`src/rtl/s2p_deserializer_pkg.sv`:
```
`default_nettype none
// ============================================================================
// Module      : s2p_deserializer_pkg
// Description : Shared constants and FSM state encoding for the 4-lane
//               serial-to-parallel deserializer.
// Revision    : 1.0 - initial release
// ============================================================================
package s2p_deserializer_pkg;

    // Default lane count (Q0..Q3 are fixed to four lanes in this revision)
    localparam int DEF_LANES = 4;

    // Default bits per lane per word
    localparam int DEF_WIDTH = 8;

    // Alignment byte, recognised on lane 0 only
    localparam logic [7:0] SYNC_BYTE = 8'hBC;

    // Alignment FSM states
    typedef enum logic [1:0] {
        ST_SEARCH = 2'd0,
        ST_ALIGN  = 2'd1,
        ST_LOCKED = 2'd2
    } state_t;

endpackage : s2p_deserializer_pkg
`default_nettype wire

```
`src/rtl/s2p_lane.sv`:
```
`default_nettype none
// ============================================================================
// Module      : s2p_lane
// Description : One serial lane: MSB-first shift register plus a capture
//               register loaded on the word boundary. The sync-detecting
//               lane also reports whether the byte completing this cycle
//               equals the alignment byte.
// Revision    : 1.0 - initial release
// ============================================================================
module s2p_lane #(
    parameter int               WIDTH       = 8,
    parameter logic [WIDTH-1:0] SYNC        = 8'hBC,
    parameter bit               SYNC_DETECT = 1'b0
) (
    input  logic             clk,
    input  logic             rst_n,
    input  logic             i_en,
    input  logic             i_bit,
    input  logic             i_load,
    output logic [WIDTH-1:0] o_q,
    output logic             o_match
);

    // Only WIDTH-1 history bits are kept: the oldest bit of a full byte is
    // never observed because the byte is always taken together with the
    // bit arriving in the current cycle.
    logic [WIDTH-2:0] sh_q, sh_d;
    logic [WIDTH-1:0] q_q, q_d;
    logic [WIDTH-1:0] w_nxt;

    // Byte including the bit presented this cycle
    assign w_nxt = {sh_q, i_bit};

    // Shift on enable; capture the completed byte when the top asks for it
    always_comb begin
        sh_d = sh_q;
        q_d  = q_q;
        if (i_en) begin
            sh_d = w_nxt[WIDTH-2:0];
            if (i_load) begin
                q_d = w_nxt;
            end
        end
    end

    // Lane state registers
    always_ff @(posedge clk or negedge rst_n) begin
        if (!rst_n) begin
            sh_q <= '0;
            q_q  <= '0;
        end else begin
            sh_q <= sh_d;
            q_q  <= q_d;
        end
    end

    assign o_q     = q_q;
    assign o_match = SYNC_DETECT && (w_nxt == SYNC);

endmodule : s2p_lane
`default_nettype wire

```
`src/rtl/s2p_deserializer.sv`:
```
`default_nettype none
// ============================================================================
// Module      : s2p_deserializer
// Description : Receiver for the 4-lane p2s serializer. Aligns to byte
//               boundaries with two consecutive SYNC bytes on lane 0, then
//               rebuilds one byte per lane per word and strobes valid for
//               one cycle. SYNC bytes seen while locked are fillers.
// Revision    : 1.0 - initial release
// ============================================================================
module s2p_deserializer
    import s2p_deserializer_pkg::*;
#(
    parameter int               LANES = DEF_LANES,
    parameter int               WIDTH = DEF_WIDTH,
    parameter logic [WIDTH-1:0] SYNC  = SYNC_BYTE
) (
    input  logic                     CLK,
    input  logic                     reset,
    input  logic                     ENB,
    input  logic [LANES-1:0]         data_in,
    output logic [WIDTH-1:0]         Q0,
    output logic [WIDTH-1:0]         Q1,
    output logic [WIDTH-1:0]         Q2,
    output logic [WIDTH-1:0]         Q3,
    output logic                     valid,
    output logic                     locked,
    output logic [$clog2(WIDTH)-1:0] sel
);

    localparam int               SEL_W    = $clog2(WIDTH);
    localparam logic [SEL_W-1:0] SEL_LAST = SEL_W'(WIDTH - 1);

    state_t           state_q, state_d;
    logic [SEL_W-1:0] sel_q, sel_d;
    logic             valid_q, valid_d;
    logic             locked_q, locked_d;
    logic             w_load;
    logic             w_sync_hit;
    logic [LANES-1:0] w_match;
    logic [WIDTH-1:0] w_q [LANES];

    // One shift/capture lane per serial input; lane 0 detects SYNC
    for (genvar i = 0; i < LANES; i++) begin : g_lane
        s2p_lane #(
            .WIDTH       (WIDTH),
            .SYNC        (SYNC),
            .SYNC_DETECT (i == 0)
        ) u_lane (
            .clk     (CLK),
            .rst_n   (reset),
            .i_en    (ENB),
            .i_bit   (data_in[i]),
            .i_load  (w_load),
            .o_q     (w_q[i]),
            .o_match (w_match[i])
        );
    end

    // Only lane 0 ever reports a match, so the OR is the lane-0 comparison
    assign w_sync_hit = |w_match;

    // Alignment FSM, bit counter and capture strobe; everything freezes while ENB=0
    always_comb begin
        state_d = state_q;
        sel_d   = sel_q;
        valid_d = 1'b0;
        w_load  = 1'b0;
        if (ENB) begin
            case (state_q)
                ST_SEARCH: begin
                    sel_d = '0;
                    if (w_sync_hit) begin
                        state_d = ST_ALIGN;
                    end
                end
                ST_ALIGN: begin
                    if (sel_q == SEL_LAST) begin
                        sel_d   = '0;
                        state_d = w_sync_hit ? ST_LOCKED : ST_SEARCH;
                    end else begin
                        sel_d = sel_q + SEL_W'(1);
                    end
                end
                ST_LOCKED: begin
                    if (sel_q == SEL_LAST) begin
                        sel_d = '0;
                        // A SYNC byte on the boundary is a filler, not data
                        if (!w_sync_hit) begin
                            w_load  = 1'b1;
                            valid_d = 1'b1;
                        end
                    end else begin
                        sel_d = sel_q + SEL_W'(1);
                    end
                end
                default: begin
                    state_d = ST_SEARCH;
                    sel_d   = '0;
                end
            endcase
        end
        locked_d = (state_d == ST_LOCKED);
    end

    // Control registers; reset drops lock and discards any partial byte
    always_ff @(posedge CLK or negedge reset) begin
        if (!reset) begin
            state_q  <= ST_SEARCH;
            sel_q    <= '0;
            valid_q  <= 1'b0;
            locked_q <= 1'b0;
        end else begin
            state_q  <= state_d;
            sel_q    <= sel_d;
            valid_q  <= valid_d;
            locked_q <= locked_d;
        end
    end

    assign Q0     = w_q[0];
    assign Q1     = w_q[1];
    assign Q2     = w_q[2];
    assign Q3     = w_q[3];
    assign valid  = valid_q;
    assign locked = locked_q;
    assign sel    = sel_q;

endmodule : s2p_deserializer
`default_nettype wire
```
`config.mk`:
```
export PLATFORM = sky130hd
export DESIGN_NAME = s2p_deserializer
export DESIGN_NICKNAME = d
export VERILOG_FILES = /design/src/rtl/s2p_deserializer_pkg.sv /design/src/rtl/s2p_lane.sv /design/src/rtl/s2p_deserializer.sv
export SDC_FILE = /design/constraint.sdc
export NUM_CORES = 1
export LEC_CHECK = 0
export CORE_MARGIN = 4
export CORE_UTILIZATION = 50
export CTS_BUF_LIST = sky130_fd_sc_hd__clkbuf_16
export DETAILED_ROUTE_END_ITERATION = 6
export PLACE_DENSITY = 0.75
export SYNTH_ARGS = -nofsm -noshare
export SYNTH_HDL_FRONTEND = slang
export SYNTH_HIERARCHICAL = 1
export SYNTH_SLANG_ARGS = --single-unit
```
`constraint.sdc`:
```
create_clock -name CLK -period 5.65 [get_ports CLK]
set_input_delay 1.13 -clock CLK [delete_from_list [all_inputs] [get_ports CLK]]
set_output_delay 1.13 -clock CLK [all_outputs]
set_load 0.05 [all_outputs]
```
## Word level (Yosys, flattened, before mapping)

Cells that the tools add are included.

- Register bits after elaboration: 67
- Bits in latches: 0
- Memory bits (writable): 0
- Bits in read-only memories: 0
- Input bits: 7
- Output and inout bits: 37
- Word-level logic and storage cells: 32
- Memories kept: 0

- Add/subtract/negate cells: 1
- $mul: 0
- Div/mod/pow operators: 0
- Magnitude comparators: 0
- Equality and inequality tests: 5
- Shift-type cells: 0
- Mux-type cells: 11
- Bitwise logic cells: 0
- Reduce and logical (&&, ||, !) cells: 3

Operator list:

| operator | count |
|---|---|
| equality test 8 bit, second input constant | 1 |
| two-way mux 2 bit | 4 |
| two-way mux 3 bit | 2 |
| case mux 2 bit (3 select lines) | 1 |
| equality test 2 bit, second input constant | 2 |
| two-way mux 1 bit | 4 |
| adder 3 x 1 -> 3 bit, second input constant | 1 |
| equality test 3 bit, second input constant | 1 |
| equality test 2 x 1 -> 1 bit, second input constant | 1 |
| logical NOT 2 bit | 1 |
| AND reduction 2 bit | 1 |
| OR reduction 2 bit | 1 |

## Depth between registers and ports, before layout

- Depth in word-level cells: 6
- Depth in mapped cells: 6
- Gate-level depth less buffers: 6

## Cells and area by module

The synthesis kept the hierarchy.

Modules (own cells, without submodules):

| module | times used | cells an instance | area an instance (µm²) | seq. area each (µm²) |
|---|---|---|---|---|
| s2p_lane (g_lane[1].u_lane ...) | 3 | 34 | 616.8 | 375.4 |
| s2p_lane (g_lane[0].u_lane) | 1 | 35 | 624.3 | 375.4 |
| s2p_deserializer | 1 | 40 | 441.7 | 175.2 |

## Worst setup path after synthesis

Ideal clock, no wire load.

- Path kind: input -> register
- Start: input data_in[0]
- End: register g_lane[0].u_lane.q_q[0]
- Setup time: 0.125 ns
- Arrival: 2.472 ns
- Setup slack: 3.053 ns
- Cell stages on the path: 5
- Path buffers: 0
- Path through: nor4_1 nor4_4 and4_2 nand2_8 mux2_4

- Cells in the longest elaborated chain, start to end: 6

RTL lines:

| what | line | RTL |
|---|---|---|
| from (decl) | s2p_deserializer.sv:20 | `input logic [LANES-1:0] data_in,` |
| equality test 8 bit | s2p_lane.sv:58 | `assign o_match = SYNC_DETECT && (w_nxt == SYNC);` |
| two-way mux 1 bit (4 in series) | - |  |
| net valid_d | s2p_deserializer.sv:35 | `logic valid_q, valid_d;` |
| AND reduction 2 bit (no line) | - |  |
| to (signal assigned) | s2p_lane.sv:53 | `q_q <= q_d;` |
| to (decl) | s2p_lane.sv:28 | `logic [WIDTH-1:0] q_q, q_d;` |

The timed path passes the listed nets, and every way through them passes these cells.
A chain may end at the register's enable or synchronous reset.

## Worst setup path after layout

- Start: input data_in[0]
- End: register g_lane[0].u_lane.q_q[0]

- Cells in the longest elaborated chain, start to end: 6

RTL lines:

| what | line | RTL |
|---|---|---|
| equality test 8 bit | s2p_lane.sv:58 |  |
| net w_match[0] | s2p_deserializer.sv:39 | `logic [LANES-1:0] w_match;` |
| two-way mux 1 bit (4 in series) | - |  |
| net valid_d | s2p_deserializer.sv:35 |  |
| AND reduction 2 bit (no line) | - |  |

The timed path passes the listed nets, and every way through them passes these cells.

==> metrics.txt <==
period utilization 0.5050; overall routing resource usage 0.1474; Power Total 1375 uW; DR vias 1546; CP top delay family simple AND/OR/NAND/NOR gates; DRT antenna net count 0; cell taking the most area after synthesis dfrtp_1; TritonCTS clock tree done; CTS Hold Bufs 0; Critical-path top delay cell and4_2; Worst-Margin Slew 0.8024 ns; root buffer cell clkbuf_16; Die X 84.38 um; crit path time final 2.853 ns; total core area roughly 5600 sq um; 1st-iter DRT viols 61; placed instance count 286; Async S/R FF share, synth 1.000; Vert. Die Dim 84.38 um; Bufs and invs on worst path 1; CP cell instances clkdlybuf4s50_1 > nor4_1 > nor4_4 > and4_2 > nand2_8 > mux2_4; share of cells above drive strength 1 0.3870; final worst slack around 2.8 ns; storage element area 1677 sq um; Worst Skew 0.002602 ns; Area Overhead vs Synth 25.40%; drt first pass iters 4; Fillers 409; Global Route met3 Usage 0.05594; io pins 44; RSZ-0062 raised after global routing false; Final TNS setup 0 ns; DR vias/cell 5.119; Multi-input gate area 1142 sq um; # diodes 0; clock latency on the worst-skew pair 0.32 ns; final setup vio count 0; most common cell after layout, fill and taps aside dfrtp_1; Wirelength per Cell roughly 15 um; Initial Utilization 0.5232; grt peak-use layer met2; Remaining DRCs 0; max cap viols 0; HPWL reported at the end of detailed placement 3.018 mm; cell row count 27; sequential-to-total area share from yosys stat 0.5749; critical path arrival slightly above 3 ns; Hold Fails Final Rpt 0; hold depth 1; flops & latches, synth 67; Finished Cell Area roughly 3700 sq um; worst reg-to-reg path cell count 6; I/O Buffers 43; Netlist Area Pre-Place a little under 3000 sq um; die area 7119 sq um; H-tree depth reported by CTS 3; worst endpoint required time 5.85 ns; Leak 0.001725 uW; initial antenna violation count 0; count of cell types in the netlist 25; vias in the first global route ~1700; Max Buffers Root-to-Sink 2; total CTS buffers 9; Synth Area per Inst 16.48 sq um; Crit. End Element flop; Synth Instances 177; placer congestion estimate 0.8054; f_max 350.5 MHz; Post-CTS Setup Repair Bufs 0; run status completed; NumNets Final 238; M2 GR Usage 0.2260; most frequent cells in the layout dfrtp_1 (67), clkdlybuf4s50_1 (41), mux2_4 (32); setup slack, reg-to-reg between 3 and 4 ns; Worst Hold Class flop to flop; met1 usage 0.1840; power density over cell area 375.9 nW/um^2; Worst VDD drop approximately 0.00021 V; pre-CTS WS 2.453 ns; Final Non-Filler Cells 302; post-synth top area share 0.5749; wirelength, routed ~4.7 mm; largest net degree at the start of global routing 68; max incr delay on CP 0.53 ns; CTS-repair resized insts 0; gr ovfl total 0; Slew Viols, Final 0; Slew headroom 0.4651; Crit Path Max Fanout 8; Post-DP Area 3363 sq um; Primary FF master, synth dfrtp_1; Synthesis Warnings 6; worst setup path class input port to flop; Setup crit start kind input port; Post-Syn Nets 190; global-route wire length before repair 8.211 mm; CP Depth 6; top post-synthesis cells by area dfrtp_1 (57%), mux2_4 (16%), mux2_2 (11%); EDFF count, synth 0; Worst-path clk slew about 0.06 ns; clk sinks 67
[cells by family (layout without fill, tap and decap cells)]
group	Yosys count	after routing	synth area share
and+or+nand+nor	19	19	0.06564
AOI/OAI and AO/OA	9	9	0.02359
DFF	67	67	0.5749
other	3	3	0.003861
buffers and inverters	13	66	0.03346
adders and majority gates	6	6	0.02574
muxes	60	60	0.2728
[layer usage]
metal | up-vias | wire [um]
li1 | 723 | -
met1 | 770 | 2152
met2 | 40 | 2137
met3 | 13 | 274
met4 | 0 | 107
met5 | - | 0
[report_power, final]
| part | internal [uW] | switching, uW |
|---|---|---|
| Sequential | 549 | 53.1 |
| Combinational | 109 | 124 |
| Clock | 339 | 201 |
| Total | 997 | 378 |
[worst register-to-register path: stages, from the launching register on]
cell      delay, ns
dfrtp_1        0.39
nand4b_1       0.18
nor4_1         0.45
nor4_4         0.11
and4_2         0.40
nand2_8        0.16
mux2_4         0.32
[through the flow]
step           hold slack [ns]    util
5_1_grt                 0.5152  0.6561
6_report                0.5050  0.6561
3_5_place_dp            0.4993  0.6034
4_1_cts                 0.5111  0.6561
3_3_place_gp            0.4890  0.6034
2_1_floorplan           0.4779       -
[cell type report]
type	instances	share of cell area
clock buffers	9	0.06158
well taps	72	0.02463
flip-flops and latches	67	0.4584
repair buffers	45	0.1191
inverters	5	0.005132
multi-input cells	97	0.3124
clock inverters	7	0.01882
[flip-flops by register name (all words and copies together) (netlist names)]
register and count:
g_lane.u_lane/o_q 32, g_lane.u_lane/sh_q 28, sel 3, state_q 2, locked 1, valid 1
[Yosys cell counts (all sizes together), types with 2 or more instances]
cell and count:
buf 8, conb 3, dfrtp 67, ha 6
inv 5, mux2 60, nand2 5, nand3 4
nor2 3, nor4 2, o21ai 4
[path summary, 6_finish.rpt]
kind                                           end                      from
min                        g_lane[2].u_lane/o_q[7]  g_lane[2].u_lane/sh_q[6]
max                        g_lane[0].u_lane/o_q[0]                data_in[0]
max reg2reg                g_lane[0].u_lane/o_q[0]  g_lane[0].u_lane/sh_q[5]
min in group asynchronous  g_lane[1].u_lane/o_q[3]                     reset
min reg2reg                g_lane[2].u_lane/o_q[7]  g_lane[2].u_lane/sh_q[6]
max in group asynchronous  g_lane[0].u_lane/o_q[2]                     reset
(Power assumes the default switching activity.)
